`src/rtl/lfsr_burst_ctrl.sv`:
```
`default_nettype none
// ============================================================================
// Module   : lfsr_burst_ctrl
// Purpose  : Command-driven burst sequencer around an 8-bit XNOR LFSR
//            (taps 7 and 3, shift toward MSB, feedback into bit 0). A command
//            optionally seeds the LFSR and sets a beat count; the block then
//            streams that many pseudo-random bytes over valid/ready and
//            reports completion or abort with a one-cycle done pulse.
// Ports    : clk, reset (sync, active-low)
//            cmd_valid/cmd_ready, cmd_load_seed, cmd_seed[7:0],
//            cmd_len[LEN_W-1:0]     - command channel
//            abort                  - terminate a running burst
//            out_valid/out_ready, out_data[7:0], out_last - beat stream
//            busy, done, done_aborted, seed_err, lfsr_state[7:0] - status
// Revision : 1.0 - initial release
// ============================================================================
module lfsr_burst_ctrl #(
  parameter int LEN_W = 8
) (
  input  logic             clk,
  input  logic             reset,
  input  logic             cmd_valid,
  output logic             cmd_ready,
  input  logic             cmd_load_seed,
  input  logic [7:0]       cmd_seed,
  input  logic [LEN_W-1:0] cmd_len,
  input  logic             abort,
  output logic             out_valid,
  input  logic             out_ready,
  output logic [7:0]       out_data,
  output logic             out_last,
  output logic             busy,
  output logic             done,
  output logic             done_aborted,
  output logic             seed_err,
  output logic [7:0]       lfsr_state
);

  typedef enum logic [1:0] {
    S_IDLE = 2'd0,
    S_RUN  = 2'd1,
    S_DONE = 2'd2
  } state_t;

  localparam logic [7:0]       LOCKUP  = 8'hFF;
  localparam logic [LEN_W-1:0] LEN_ONE = LEN_W'(1);
  localparam logic [LEN_W-1:0] LEN_ZERO = '0;

  state_t           state_q, state_d;
  logic [7:0]       lfsr_q, lfsr_d;
  logic [LEN_W-1:0] rem_q, rem_d;
  logic             aborted_q, aborted_d;
  logic             seed_err_q, seed_err_d;
  logic [7:0]       lfsr_step;
  logic             last_beat;

  // XNOR feedback keeps 8'h00 a legal state; 8'hFF is the lock-up value.
  assign lfsr_step = {lfsr_q[6:0], ~(lfsr_q[7] ^ lfsr_q[3])};
  assign last_beat = (rem_q == LEN_ONE);

  always_ff @(posedge clk) begin
    if (!reset) begin
      state_q    <= S_IDLE;
      lfsr_q     <= 8'h00;
      rem_q      <= '0;
      aborted_q  <= 1'b0;
      seed_err_q <= 1'b0;
    end else begin
      state_q    <= state_d;
      lfsr_q     <= lfsr_d;
      rem_q      <= rem_d;
      aborted_q  <= aborted_d;
      seed_err_q <= seed_err_d;
    end
  end

  always_comb begin
    state_d      = state_q;
    lfsr_d       = lfsr_q;
    rem_d        = rem_q;
    aborted_d    = aborted_q;
    seed_err_d   = 1'b0;
    cmd_ready    = 1'b0;
    out_valid    = 1'b0;
    out_last     = 1'b0;
    done         = 1'b0;
    done_aborted = 1'b0;

    case (state_q)
      S_IDLE: begin
        cmd_ready = 1'b1;
        if (cmd_valid) begin
          if (cmd_load_seed) begin
            // A lock-up seed would freeze the sequence; substitute 8'h00.
            if (cmd_seed == LOCKUP) begin
              lfsr_d     = 8'h00;
              seed_err_d = 1'b1;
            end else begin
              lfsr_d = cmd_seed;
            end
          end
          rem_d     = cmd_len;
          aborted_d = 1'b0;
          state_d   = (cmd_len != LEN_ZERO) ? S_RUN : S_DONE;
        end
      end

      S_RUN: begin
        out_valid = 1'b1;
        out_last  = last_beat;
        if (out_ready) begin
          // A beat handshaken in the abort cycle still counts.
          lfsr_d = lfsr_step;
          if (rem_q != LEN_ZERO) begin
            rem_d = rem_q - LEN_ONE;
          end
          if (last_beat) begin
            state_d   = S_DONE;
            aborted_d = 1'b0;
          end else if (abort) begin
            state_d   = S_DONE;
            aborted_d = 1'b1;
          end
        end else if (abort) begin
          state_d   = S_DONE;
          aborted_d = 1'b1;
        end
      end

      S_DONE: begin
        done         = 1'b1;
        done_aborted = aborted_q;
        state_d      = S_IDLE;
      end

      default: begin
        state_d = S_IDLE;
      end
    endcase
  end

  assign out_data   = lfsr_q;
  assign lfsr_state = lfsr_q;
  assign busy       = (state_q != S_IDLE);
  assign seed_err   = seed_err_q;

endmodule
`default_nettype wire

```
`config.mk`:
```
export PLATFORM = sky130hd
export DESIGN_NAME = lfsr_burst_ctrl
export DESIGN_NICKNAME = d
export VERILOG_FILES = /design/src/rtl/lfsr_burst_ctrl.sv
export SDC_FILE = /design/constraint.sdc
export NUM_CORES = 1
export LEC_CHECK = 0
export CAP_MARGIN = 20
export CORE_AREA = 4 4 56 68
export DETAILED_ROUTE_END_ITERATION = 16
export DIE_AREA = 0 0 60 72
export PLACE_DENSITY = 0.8
export SETUP_SLACK_MARGIN = 0.05
export SYNTH_ARGS = -nofsm -noshare
export SYNTH_HDL_FRONTEND = slang
export SYNTH_SLANG_ARGS = --single-unit
export TNS_END_PERCENT = 1
```
`constraint.sdc`:
```
create_clock -name clk -period 1.6 [get_ports clk]
set_input_delay 0.24 -clock clk [delete_from_list [all_inputs] [get_ports clk]]
set_output_delay 0.24 -clock clk [all_outputs]
set_load 0.02 [all_outputs]
```
# Word-level counts from Yosys, hierarchy flattened
# Index checks and enable logic that the tools add are counted.
dict set report word_totals {
  regBits 20
  inputBits 22
  out_inout_bits 23
  wordCells 51
}
dict set report classes {
  n_addsub 1
  n_eq_ne 8
  mux 26
  bitwise_logic 2
  n_reduce_logical 9
}
# op n
set ops {}
lappend ops {{8-bit two-way mux} 7}
lappend ops {{8-bit case mux with 2 select lines} 2}
lappend ops {{8-bit nonzero test} 2}
lappend ops {{4-bit AND reduction} 3}
lappend ops {{1-bit two-way mux} 10}
lappend ops {{2-bit two-way mux} 5}
lappend ops {{8-bit by 1-bit equality test with 1-bit output, second input constant} 1}
lappend ops {{8-bit equality test, second input constant} 1}
lappend ops {{2-bit inequality test, second input constant} 4}
lappend ops {{8-bit by 1-bit subtractor with 8-bit output, second input constant} 1}
lappend ops {{2-bit case mux with 2 select lines} 1}
lappend ops {{2-bit nonzero test} 2}
lappend ops {{2-bit by 1-bit equality test with 1-bit output, second input constant} 1}
lappend ops {{2-bit equality test, second input constant} 1}
lappend ops {{2-bit logical NOT} 1}
lappend ops {{1-bit case mux with 2 select lines} 1}
lappend ops {{2-bit AND reduction} 1}
lappend ops {{1-bit NOT} 1}
lappend ops {{1-bit bitwise XOR} 1}

# Depth between registers and ports, before layout
dict set report logic_depth {
  depth_word 5
  ltp_mapped 7
}

# Worst setup path before layout
# No wires, ideal clock.
dict set report synth_timing {
  kind {reg2reg}
  startpoint {reg rem_q[0]}
  endpoint {reg rem_q[5]}
  setup_time_ps 96
  t_arrival_ps 1614
  required_time_ps 1504
  path_slack_ps -109
  path_stages_with_launch 7
  synth_period_minus_slack_ps 1709
  path_cell_list {dfxtp_1 inv_1 ha_1 nor4bb_4 a221o_1 buf_6 o41ai_2}
}
dict set report synth_via {
  elab_chain_len 4
  elab_cells_between_ends 7
  classes_between {add/sub (1); eq/ne (1); mux (3); reduce/logical (2)}
}
# element line
set synth_rtl {}
lappend synth_rtl {{start: declaration} 51} ;# logic [LEN_W-1:0] rem_q, rem_d;
lappend synth_rtl {{start signal: assignment} 71} ;# rem_q <= rem_d;
lappend synth_rtl {{8-bit by 1-bit subtractor with 8-bit output} 115} ;# rem_d = rem_q - LEN_ONE;
lappend synth_rtl {{8-bit two-way mux} 114} ;# if (rem_q != LEN_ZERO) begin
lappend synth_rtl {{8-bit two-way mux} 111} ;# if (out_ready) begin
lappend synth_rtl {{8-bit case mux with 2 select lines} 89} ;# case (state_q)
# Parallel ways exist; a longest one is shown, timed or not. The select of a mux whose other input is x is not followed.
# A chain may end at the register's enable or synchronous reset.

# Worst setup path after layout
dict set report layout_timing {
  startpoint {reg rem_q[0]}
  endpoint {reg rem_q[6]}
}
# Same word-level chain as after synthesis.

==> qor.yml <==
floorplanning:
  die_height_um: 72
  std_cell_rows: 23
  pin_count: 45
  die_w_um: 60
  dieArea_sq_um: 4320
  core_area_sq_um: 3223
  initial_core_util_pct: 37.97
worst_setup_path:
  crit_arrival_ns: 1.82
  startpoint_type: "flip-flop"
  worstSetupEndpointType: "flip-flop"
  reg2regPathDepth: 7
  critPathRequiredTime_ns: 1.80
  ff2ff_setup_slack_ns: -0.02
  crit_type: "reg2reg"
  cp_max_fo: 6
routing:
  num_vias: 1404
  first_pass_iters: 4
  post_drt_wl_per_cell_um: 15.89
  ant_nets: 0
  routed_wl_um: 3926
  drc: 0
  routed_via_density: 5.684
  initialDrtViolationCount: 66
clock_network:
  holdBufCountCts: 0
  clk_path_buf_depth: 2
  numCtsBuffers: 3
  clock-sinks: 20
  h-tree-depth: 1
  path_clk_slew_ns: 0.08
  insertion_delay_ns: 0.26
  cts_root_buffer: "clkbuf_8"
  tritoncts: "done"
timing:
  worst_hold_slack_ns: 0.5134
  slew_headroom_pct: 73.43
  worstMarginPinSlew_ns: 0.3949
  fin_crit_ns: 1.624
  finalSetupTns_ns: -0.05088
  fmax_ghz: 0.6157
  fin_skew_ns: 0.004490
  fin_ws_ns: -0.02413
  rsz0062_at_grt: "true"
  final_max_slew_viol_count: 0
  finalSetupViolCount: 5
  min_period_over_period_pct: 101.5
  finalHoldViolCount: 0
min_path:
  worstHoldPathType: "reg2reg"
  whs_path_depth: 2
finish:
  n_antenna_cell: 0
  layout-drive-gt1-share_pct: 28.10
  syn_to_final_growth_pct: 62.99
  nets: 235
  fin_cells: 247
pwr:
  power_leakage_nw: 0.9189
  ir_worst_vdd_mv: 0.5991
  finalPower_w: 0.002011
  p_per_area_nw_per_um2: 1008
logic_synthesis:
  postSynthAreaPerCell_sq_um: 8.213
  netlist.area_leader.share_pct: 32.72
  syn_nets: 173
  seq_area_frac_synth_pct: 32.72
  syn_inst: 149
  ys_types: 44
  synth_area_leader_cell: "dfxtp_1"
  syn-cell-area_sq_um: 1224
  ys_ff_latch: 20
  ys_warn_count: 0
  ys_top_cells_by_area: "dfxtp_1, a21oi_1, a22oi_1"
place:
  dp_cells: 239
  port-buffer-count: 44
  place_hpwl_um: 2750
  place_congestion: 0.8762
global_route:
  grt_pass1_vias: 1392
  grt_use_total_pct: 17.68
  grt_pass1_wl_um: 6016
  grt_overflow: 0
  grt_max_degree: 18
  antenna_found_initial: 0
status:
  outcome: "finished with violations"
  violations: "setup timing"
job:
  maxCapViolCount: 0
[where the power goes]
| group | total [W] | switching (W) | internal (W) |
|---|---|---|---|
| clock network | 0.000513 | 0.000178 | 0.000334 |
| logic | 0.000882 | 0.000444 | 0.000439 |
| registers | 0.000617 | 0.0000582 | 0.000559 |
| total | 0.00201 | 0.000680 | 0.00133 |
[metal layers]
layer | up-vias | track usage [%] | share of wire, %
li1 | 676 | - | -
met5 | - | 0 | 0
met2 | 60 | 30.17 | 52
met4 | 0 | 6.897 | 1.8
met3 | 10 | 3.915 | 6.9
met1 | 658 | 21.05 | 39
[cells in the final DEF (no fill, tap or decap), types with 2 or more instances in the layout]
cell type / count
a211oi_1: 3
dfxtp_1: 17
clkbuf_2: 2
o21ai_1: 2
o211ai_1: 2
nand4_1: 2
a22oi_1: 8
clkdlybuf4s50_1: 29
clkbuf_8: 3
dlygate4sd2_1: 2
inv_2: 2
buf_4: 27
a21oi_1: 17
inv_1: 3
nand2_1: 9
nor3_1: 3
dfxtp_2: 3
nor2_1: 11
and4_1: 3
nand3_1: 2
nor4_1: 3
a31oi_1: 2
o21ai_0: 9
buf_6: 2
dlymetal6s2s_1: 9
[metrics by stage]
step	utilization [%]	area [sq um]	setup WS, ns
final	61.88	1994	-0.02413
after floorplan	-	1241	0.01586
after detailed placement	56.06	1807	-0.1767
after CTS	58.31	1879	-0.04246
after global placement	56.06	1807	-0.1298
after global routing	61.88	1994	-0.07602
[critical path, stage by stage (launching register included)]
cell and delay, ns:
dfxtp_2 0.35, inv_2 0.05, ha_4 0.15, nor4bb_4 0.17
a221o_2 0.44, buf_6 0.15, a21o_1 0.14, a21oi_1 0.11
[synth_stat cells]
cell type	number
o21ai_0	9
buf_2	4
nor4_2	1
a21o_1	1
mux2_2	1
nor3_1	5
or4_4	1
clkbuf_1	2
nand2_1	10
a31oi_1	2
o22ai_1	1
a21oi_4	1
and2b_1	1
o211ai_1	2
nand2b_1	2
xnor2_1	1
o2111ai_1	1
nor2_1	12
o21ai_2	1
a21oi_1	17
nand3_1	2
a32oi_1	1
buf_4	8
buf_6	1
o21a_1	1
a211oi_1	3
o21ai_1	2
and4_1	3
nand4_1	2
a221oi_1	2
o41ai_2	1
a22oi_1	9
nor2b_1	1
ha_1	2
o31ai_1	2
nor4_1	3
and2_1	1
nor4b_1	1
nor4bb_4	1
inv_1	5
a221o_1	1
nor3b_1	1
dfxtp_1	20
nand3b_1	1
[state kept, by name, summed over array words and instances, names as in the netlist]
signal	flops
lfsr_state	8
seed_err	1
rem_q	8
aborted_q	1
state_q	2
[worst paths after layout]
kind | from | end
worst max-delay path | rem_q[0]$_SDFFE_PN0P_ | rem_q[6]$_SDFFE_PN0P_
worst min-delay path | aborted_q$_SDFFE_PN0P_ | aborted_q$_SDFFE_PN0P_
worst min register to register | aborted_q$_SDFFE_PN0P_ | aborted_q$_SDFFE_PN0P_
worst max register to register | rem_q[0]$_SDFFE_PN0P_ | rem_q[6]$_SDFFE_PN0P_
[layout make-up]
class / count / area (sq um)
clock inverter: 1 / 30.03
timing repair buffer: 72 / 665.6
multi-input combinational: 109 / 788.3
fill: 259 / 1229
tap: 37 / 46.29
sequential: 20 / 404.1
inverter: 5 / 18.77
clock buffer: 3 / 41.29
[what timing repair did]
action	CTS	global route
gates resized for setup	10	31
endpoints found under the setup margin	18	23
setup buffers	0	4
pin swaps	2	10
endpoints found under the hold margin	0	0
cloned	0	0
[kinds of logic after synthesis]
group,Yosys count,synth area share [%]
buffers and inverters,20,9.612
XOR/XNOR,1,0.7159
AND/OR/NAND/NOR,48,22.90
flip-flops,20,32.72
adder cells (fa/ha/maj),2,2.045
AO/OA/AOI/OAI,57,31.08
multiplexers,1,0.9202
Power figures use the tool's default switching activity.
